File: src/rtl/dither_pkg.sv
// Shared types and helpers for the dither expander: FSM states, widths, saturating add.
// Purely combinational definitions; no state or flow control lives here.
package dither_pkg;

    typedef enum logic {
        EMPTY = 1'b0,
        RUN   = 1'b1
    } dither_state_t;

    localparam int SAMPLE_W = 16;
    localparam int OUT_W    = 8;
    localparam int FRAC_W   = 8;

    // Integer part plus carry, pinned at full scale so 8'hFF never wraps to 8'h00.
    function automatic logic [OUT_W-1:0] sat_add8(input logic [OUT_W-1:0] int8, input logic carry);
        return (int8 == {OUT_W{1'b1}}) ? int8 : int8 + {{(OUT_W-1){1'b0}}, carry};
    endfunction

endpackage

File: src/rtl/dither_expander_if.sv
// Sample-in / dithered-byte-out bundle; master is the producer+rate source, slave the expander.
// Input side is valid/ready; output side is a strobe with no backpressure.
interface dither_expander_if;
    import dither_pkg::*;

    logic                EN;
    logic                din_valid;
    logic [SAMPLE_W-1:0] din;
    logic                din_ready;
    logic [OUT_W-1:0]    dout;
    logic                dout_strobe;
    logic                underrun;

    modport master (
        output EN, din_valid, din,
        input  din_ready, dout, dout_strobe, underrun
    );

    modport slave (
        input  EN, din_valid, din,
        output din_ready, dout, dout_strobe, underrun
    );

endinterface

File: src/rtl/frac_accum.sv
// First-order error-feedback accumulator: carry out is combinational, residue updates on step.
// No flow control; the owner decides when to step.
module frac_accum
    import dither_pkg::*;
(
    input  logic              i_clk,
    input  logic              i_reset,
    input  logic [FRAC_W-1:0] i_frac,
    input  logic              i_step,
    output logic              o_carry
);

    logic [FRAC_W-1:0] r_err;
    logic [FRAC_W:0]   w_sum;

    assign w_sum   = {1'b0, r_err} + {1'b0, i_frac};
    assign o_carry = w_sum[FRAC_W];

    always_ff @(posedge i_clk or posedge i_reset) begin
        if (i_reset) begin
            r_err <= '0;
        end else if (i_step) begin
            r_err <= w_sum[FRAC_W-1:0];
        end
    end

endmodule

File: src/rtl/dither_expander.sv
// Expands each 16-bit sample into 2^power dithered bytes whose mean equals the sample exactly.
// First byte on the first EN edge after the load edge; one-entry buffer, din_ready = buffer empty.
module dither_expander
    import dither_pkg::*;
#(
    parameter int unsigned power = 8
) (
    input  logic                    i_clk,
    input  logic                    i_reset,
    dither_expander_if.slave        bus
);

    generate
        if (power < 8) begin : g_bad_power
            $error("dither_expander: power must be >= 8");
        end
    endgenerate

    localparam logic [power-1:0] CNT_ONE = {{(power-1){1'b0}}, 1'b1};

    dither_state_t       r_state, w_state_nxt;
    logic [SAMPLE_W-1:0] r_buf, w_buf_nxt;
    logic                r_buf_full, w_buf_full_nxt;
    logic [SAMPLE_W-1:0] r_cur, w_cur_nxt;
    logic [power-1:0]    r_cnt, w_cnt_nxt;
    logic [OUT_W-1:0]    r_dout, w_dout_nxt;
    logic                r_strobe, w_strobe_nxt;
    logic                r_underrun, w_underrun_nxt;
    logic                w_step;
    logic                w_carry;

    frac_accum u_frac_accum (
        .i_clk   (i_clk),
        .i_reset (i_reset),
        .i_frac  (r_cur[FRAC_W-1:0]),
        .i_step  (w_step),
        .o_carry (w_carry)
    );

    always_ff @(posedge i_clk or posedge i_reset) begin
        if (i_reset) begin
            r_state    <= EMPTY;
            r_buf      <= '0;
            r_buf_full <= 1'b0;
            r_cur      <= '0;
            r_cnt      <= '0;
            r_dout     <= '0;
            r_strobe   <= 1'b0;
            r_underrun <= 1'b0;
        end else begin
            r_state    <= w_state_nxt;
            r_buf      <= w_buf_nxt;
            r_buf_full <= w_buf_full_nxt;
            r_cur      <= w_cur_nxt;
            r_cnt      <= w_cnt_nxt;
            r_dout     <= w_dout_nxt;
            r_strobe   <= w_strobe_nxt;
            r_underrun <= w_underrun_nxt;
        end
    end

    always_comb begin
        w_state_nxt    = r_state;
        w_buf_nxt      = r_buf;
        w_buf_full_nxt = r_buf_full;
        w_cur_nxt      = r_cur;
        w_cnt_nxt      = r_cnt;
        w_dout_nxt     = r_dout;
        w_strobe_nxt   = 1'b0;
        w_underrun_nxt = 1'b0;
        w_step         = 1'b0;

        // Acceptance and drain never coincide: a full buffer already blocks din_ready.
        if (bus.din_valid && !r_buf_full) begin
            w_buf_nxt      = bus.din;
            w_buf_full_nxt = 1'b1;
        end

        case (r_state)
            EMPTY: begin
                if (r_buf_full) begin
                    w_cur_nxt      = r_buf;
                    w_buf_full_nxt = 1'b0;
                    w_cnt_nxt      = '0;
                    w_state_nxt    = RUN;
                end
            end
            RUN: begin
                if (bus.EN) begin
                    w_step       = 1'b1;
                    w_dout_nxt   = sat_add8(r_cur[SAMPLE_W-1:FRAC_W], w_carry);
                    w_strobe_nxt = 1'b1;
                    w_cnt_nxt    = r_cnt + CNT_ONE;
                    // Residue is never cleared here so the carry pattern stays continuous.
                    if (&r_cnt) begin
                        if (r_buf_full) begin
                            w_cur_nxt      = r_buf;
                            w_buf_full_nxt = 1'b0;
                        end else begin
                            w_underrun_nxt = 1'b1;
                        end
                    end
                end
            end
        endcase
    end

    assign bus.din_ready   = ~r_buf_full;
    assign bus.dout        = r_dout;
    assign bus.dout_strobe = r_strobe;
    assign bus.underrun    = r_underrun;

endmodule

File: src/flat_wrapper.sv
// flat-port wrapper written by rule: the top's interface ports become plain ports
module dither_expander_flat import dither_pkg::*;
#(
    parameter int unsigned power = 8
)
  (i_clk, i_reset, bus_EN, bus_din_valid, bus_din, bus_din_ready, bus_dout, bus_dout_strobe, bus_underrun);
  dither_expander_if bus_i ();
  input  logic i_clk;
  input  logic i_reset;
  input wire logic [$bits(bus_i.EN)-1:0] bus_EN;
  input wire logic [$bits(bus_i.din_valid)-1:0] bus_din_valid;
  input wire logic [$bits(bus_i.din)-1:0] bus_din;
  output wire logic [$bits(bus_i.din_ready)-1:0] bus_din_ready;
  output wire logic [$bits(bus_i.dout)-1:0] bus_dout;
  output wire logic [$bits(bus_i.dout_strobe)-1:0] bus_dout_strobe;
  output wire logic [$bits(bus_i.underrun)-1:0] bus_underrun;
  assign bus_i.EN = bus_EN;
  assign bus_i.din_valid = bus_din_valid;
  assign bus_i.din = bus_din;
  assign bus_din_ready = bus_i.din_ready;
  assign bus_dout = bus_i.dout;
  assign bus_dout_strobe = bus_i.dout_strobe;
  assign bus_underrun = bus_i.underrun;
  dither_expander #(.power(power)) u_core (.i_clk(i_clk), .i_reset(i_reset), .bus(bus_i));
endmodule
File: config.mk
export PLATFORM = sky130hd
export DESIGN_NAME = dither_expander_flat
export DESIGN_NICKNAME = d
export VERILOG_FILES = /design/src/rtl/dither_pkg.sv /design/src/rtl/dither_expander_if.sv /design/src/rtl/frac_accum.sv /design/src/rtl/dither_expander.sv /design/src/flat_wrapper.sv
export SDC_FILE = /design/constraint.sdc
export NUM_CORES = 1
export LEC_CHECK = 0
export CAP_MARGIN = 30
export CORE_ASPECT_RATIO = 0.7
export CORE_MARGIN = 2
export CORE_UTILIZATION = 45
export DETAILED_ROUTE_END_ITERATION = 8
export HOLD_SLACK_MARGIN = 0.08
export PLACE_DENSITY = 0.66
export SYNTH_ARGS = -nofsm -noshare
export SYNTH_HDL_FRONTEND = slang
export SYNTH_SLANG_ARGS = --single-unit
File: constraint.sdc
create_clock -name i_clk -period 3.14 [get_ports i_clk]
set_clock_uncertainty 0.15 [all_clocks]
set_input_delay 0.628 -clock i_clk [delete_from_list [all_inputs] [get_ports i_clk]]
set_output_delay 0.628 -clock i_clk [all_outputs]
set_load 0.01 [all_outputs]
After elaboration in Yosys (flattened, before gate mapping)
Cells that the tools add are included.

word-level totals
  register bits after elaboration = 60
  latch bits = 0
  bits in writable memories = 0
  bits in read-only memories = 0
  input port bits = 20
  output and inout bits = 11
  word-level logic and storage cells = 45
  memories kept = 0

operators by class
  $add $sub $neg = 3
  $mul = 0
  divide/modulo/power cells = 0
  $lt $le $gt $ge = 0
  eq/ne operators = 4
  shift operators = 0
  mux-type cells = 21
  bitwise gates (word level) = 2
  reduce and logical (&&, ||, !) cells = 6

operators with widths
  kind                                                                     count
  16-bit two-way mux                                                       3
  16-bit one-hot mux with 2 select lines                                   1
  8-bit two-way mux                                                        3
  8-bit one-hot mux with 2 select lines                                    1
  1-bit two-way mux                                                        12
  8-bit by 8-bit adder with 9-bit output                                   1
  8-bit by 1-bit adder with 8-bit output                                   1
  8-bit by 1-bit adder with 8-bit output, second input constant            1
  8-bit == test, second input constant                                     1
  8-bit AND reduction                                                      1
  2-bit AND reduction                                                      3
  2-bit inequality test, second input constant                             2
  2-bit by 1-bit inequality test with 1-bit output, second input constant  1
  1-bit NOT                                                                2
  1-bit one-hot mux with 2 select lines                                    1
  1-bit logical AND                                                        1
  1-bit logical NOT                                                        1

Logic depth before layout (Yosys ltp)
  depth after elaboration = 7
  mapped depth = 12
  depth with buffers taken out = 12

Modules after synthesis
A second synthesis with hierarchy kept.

second synthesis, totals
  cell total of the unflattened synthesis = 299
  area, all modules = 3156.8 um^2

by module, submodules not included
  module           instances  cells an instance  area an instance (um^2)  sequential area each (um^2)
  dither_expander  1          233                2513.7                   1301.2
  frac_accum       1          66                 643.1                    200.2

Least setup slack after synthesis
OpenSTA, ideal clock, no wires.

  kind = flip-flop to flip-flop
  from = register u_core.u_frac_accum.r_err[0]
  to = register u_core.r_dout[4] (netlist: u_core.bus.dout[4])
  setup time = 0.077 ns
  arrival = 2.214 ns
  required time = 2.913 ns
  slack = 0.698 ns
  cell stages (with the launch flop) = 13
  buffers on the path = 0
  period minus slack after synthesis = 2.442 ns
  cell sequence = dfrtp_1 > ha_1 > inv_1 > fa_1 > nor2b_1 > o31a_1 > o21ai_0 > a21oi_1 > ha_1 > ha_1 > nand3_1 > xor2_1 > a21oi_1

on the way
  word-level cells in the longest chain between the ends = 3

ends and longest elaborated chain
  element                                 line                   source
  start, declared                         frac_accum.sv:13       logic [FRAC_W-1:0] r_err;
  start signal, assigned                  frac_accum.sv:23       r_err <= w_sum[FRAC_W-1:0];
  8-bit by 8-bit adder with 9-bit output  frac_accum.sv:16       assign w_sum = {1'b0, r_err} + {1'b0, i_frac};
  8-bit by 1-bit adder with 8-bit output  dither_pkg.sv:16       return (int8 == {OUT_W{1'b1}}) ? int8 : int8 + {{(OUT_W-1){1'b0}}, carry};
  8-bit two-way mux                       dither_pkg.sv:16
  end signal, assigned                    dither_expander.sv:56  r_dout <= w_dout_nxt;
  end, declared                           dither_expander.sv:26  logic [OUT_W-1:0] r_dout, w_dout_nxt;

Every way passes these cells.
A chain may end at the register's enable or synchronous reset.

Final worst setup path
  from = register u_core.r_cur[0]
  to = register u_core.r_dout[4] (netlist: u_core.bus.dout[4])

on the way
  word-level cells in the longest chain between the ends = 3

ends and longest elaborated chain
  element                                 line                   source
  start, declared                         dither_expander.sv:24  logic [SAMPLE_W-1:0] r_cur, w_cur_nxt;
  start signal, assigned                  dither_expander.sv:54  r_cur <= w_cur_nxt;
  8-bit by 8-bit adder with 9-bit output  frac_accum.sv:16
  8-bit by 1-bit adder with 8-bit output  dither_pkg.sv:16
  8-bit two-way mux                       dither_pkg.sv:16

Every way passes these cells.

==> impl_metrics.py <==
metrics = {
    "status": {
        "run_status": "finished clean",
    },
    "timing": {
        "finalCritPeriodShare_pct": 86.4,
        "finish_stage_setup_viols": 0,
        "worst_slew_margin_rel_pct": 70.0,
        "slew_violations": 0,
        "final.min_clock_period_ps": 2710,
        "rsz0062_at_grt": "no",
        "final-hold-violation-count": 0,
        "clock.fmax_mhz": 369,
        "setup-tns-final_ps": 0,
        "max_slew.worst_pin.slew_ps": 450,
    },
    "die": {
        "placementRows": 24,
        "dieArea_um2": 7100,
        "die_width_um": 99.9,
        "floorplan.die.height_um": 71.1,
        "num_io_pins": 31,
        "std_cell_core_area_um2": 6220,
        "initial_core_util_pct": 46.6,
    },
    "worst_setup_path": {
        "crit_path_start": "u_core.r_cur[0]",
        "crit_path_start_kind": "register",
        "critPathArrivalTime_ps": 2840,
        "end_kind": "register",
        "r2r_slack_ps": 430,
        "worst-path-max-fanout": 4,
        "rr_endpoint": "u_core.bus.dout[4]",
        "timing.critical_path.to": "u_core.bus.dout[4]",
        "worst_ep_required_time_ps": 3270,
        "regToRegStartpoint": "u_core.r_cur[0]",
        "crit_path_category": "register to register",
        "reg2reg_depth": 12,
    },
    "detailed_routing": {
        "routed-via-count": 1940,
        "wire_per_inst_um": 15.0,
        "drt_pass1_iterations": 4,
        "drt-total-wl_um": 5450,
        "detail_route.vias_per_cell": 5.33,
        "route.detailed.drc": 0,
        "dr_iter_0_viols": 93,
        "antenna_violating_nets_post_route": 0,
    },
    "power_and_ir_drop": {
        "power_density_nw_per_um2": 736,
        "vdd_drop_max_v": 0.000335,
        "p_leak_nw": 1.57,
    },
    "clock_network": {
        "clk-insertion-delay-late_ps": 350,
        "cts_post_setup_buffers_inserted": 0,
        "clk_pin_slew_worst_paths_ps": 70,
        "numClockSinks": 60,
        "cts_tree": "built",
        "cts_hold_buf": 0,
        "post_cts_resize_count": 0,
        "cts_root_buffer": "sky130_fd_sc_hd__clkbuf_8",
        "number_of_buffers_created_by_cts": 9,
        "ctsLongestPathBuffers": 2,
        "ctsHtreeMaxLevel": 3,
    },
    "finish": {
        "antenna_cells_inserted": 0,
        "final_core_utilization_pct": 55.9,
        "areaGrowthSynthToFinish_pct": 20.1,
        "filler_cell_count": 533,
        "drive_gt1_share_pct": 21.3,
        "num-nets-final": 313,
    },
    "logic_synthesis": {
        "ys_seq_area_share_pct": 51.9,
        "synth_seq_cells": 60,
        "synth_async_sr_flop_share_pct": 100,
        "yosysUniqueCellTypes": 46,
        "yosysWarnings": 0,
        "commonest_register_cell_after_synthesis": "sky130_fd_sc_hd__dfrtp_1",
        "mappedNetlistArea_um2": 2890,
        "synth_edf_count": 0,
        "syn-instance-count": 240,
        "synthesis.area_per_instance_um2": 12.1,
        "synth.net_count": 272,
    },
    "placed_design": {
        "detailedPlacementHpwl_um": 4020,
        "gp_congestion": 0.864,
        "port_buffers": 30,
    },
    "grt": {
        "grt_first_pass_wirelength_um": 9560,
        "initial_antenna_violation_count": 0,
        "grt_max_degree": 29,
        "number_of_global_route_vias_before_repair": 1968,
        "global_route.usage.total_pct": 17.6,
        "grt_remaining_overflow": 0,
    },
    "min_path": {
        "hp-class": "register to register",
        "hold_depth": 1,
    },
    "job": {
        "cap_viol_max_count": 0,
    },
}
## sequential cells by signal (all words and copies together), names as in the netlist
register	cells
u_core.bus.dout	8
u_core.r_cur	16
u_core.bus.underrun	1
u_core.r_buf_full	1
u_core.r_buf	16
u_core.bus.dout_strobe	1
u_core.u_frac_accum.r_err	8
u_core.r_state	1
u_core.r_cnt	8
## area by class of cell
cell class              count  area, µm²  area share [%]
clock buffers              12        145            4.17
clock inverters             4       25.0           0.720
inverters                   7       26.3           0.756
multi-input cells         165       1310            37.6
flip-flops and latches     60       1500            43.2
well taps                  78       97.6            2.81
repair buffers             38        373            10.7
## per-stage QoR
step / setup slack (ps) / power [W] / hold WS [ps] / area (µm²) / instances
final: 429 / 0.00256 / 320 / 3480 / 364
after global routing: 188 / 0.00275 / 349 / 3480 / 364
after CTS: 440 / 0.00259 / 324 / 3480 / 364
after detailed placement: 436 / 0.00198 / 320 / 3310 / 348
after global placement: 547 / 0.00193 / 304 / 3310 / 348
after floorplan: 698 / 0.00173 / 282 / 2890 / 240
## cell families (layout without fill, tap and decap cells)
group                      Yosys count  after routing  share of synthesized area [%]
and+or+nand+nor                     61             61                           11.7
DFF                                 60             60                           51.9
AOI/OAI and AO/OA                   49             49                           10.9
muxes                               35             35                           14.8
buffers and inverters               15             61                           2.90
adders and majority gates           12             12                           5.45
xor gates and xnor gates             8              8                           2.42
## cells in the final DEF (no fill, tap or decap), drive strengths merged, types with 2 or more instances in the layout
master and n:
clkinvlp 2, nor2b 3, buf 8, o21ai 19, o21a 3, and4 2, inv 7, nand3b 2
clkdlybuf4s50 30, a211oi 4, nor2 8, xnor2 2, dfrtp 60, clkbuf 12, ha 11, or2 2
mux2 32, a21o 3, xor2 6, a21oi 8, nand3 10, mux2i 3, nor3b 3, clkinv 2
nand2 17, and3 4, o22a 2, nor3 4, a22o 2
## how the worst min path moves through the flow
stage / startpoint / endpoint / slack (ps)
2_1_floorplan: u_core.r_cnt[7] / u_core.r_cnt[7] / 280
3_3_place_gp: u_core.r_cnt[7] / u_core.r_cnt[7] / 300
3_5_place_dp: u_core.r_cnt[7] / u_core.r_cnt[7] / 320
4_1_cts: u_core.r_cnt[7] / u_core.r_cnt[7] / 320
5_1_grt: u_core.r_cnt[7] / u_core.r_cnt[7] / 350
6_report: u_core.r_cnt[7] / u_core.r_cnt[7] / 320
## routing by layer
layer | share of wire, % | vias to the layer above | track usage, %
met1 | 52 | 936 | 25.0
met3 | 4.1 | 10 | 5.63
met4 | 2.0 | 0 | 7.00
met5 | 0 | - | 0
li1 | - | 956 | -
met2 | 42 | 38 | 24.9
## synth_stat cells, drive strengths merged (4+ instances only)
cell type	n	area share, %
nand3	10	2.2
a211oi	4	1.0
a21oi	8	1.4
inv	7	0.91
o21ai	19	3.3
buf	5	1.6
xor2	6	1.8
dfrtp	60	52
nor3	4	0.69
mux2	32	14
nor2	8	1.0
nand2	17	2.2
and3	4	1.0
ha	11	4.8
## power by group
group	internal (W)	switching [W]	total (W)
Combinational	0.000427	0.000338	0.000765
Clock	0.000305	0.000299	0.000604
Sequential	0.00102	0.000172	0.00119
## critical path: stages (launching register included)
cell	delay (ps)
sky130_fd_sc_hd__dfrtp_1	350
sky130_fd_sc_hd__ha_1	190
sky130_fd_sc_hd__inv_1	60
sky130_fd_sc_hd__fa_1	400
sky130_fd_sc_hd__nor2b_1	170
sky130_fd_sc_hd__o31a_1	190
sky130_fd_sc_hd__o21ai_0	90
sky130_fd_sc_hd__a21oi_1	140
sky130_fd_sc_hd__ha_1	240
sky130_fd_sc_hd__ha_1	260
sky130_fd_sc_hd__nand3_1	110
sky130_fd_sc_hd__xor2_1	150
sky130_fd_sc_hd__a21oi_1	140
Note: power is estimated with default switching activity, not from simulation.
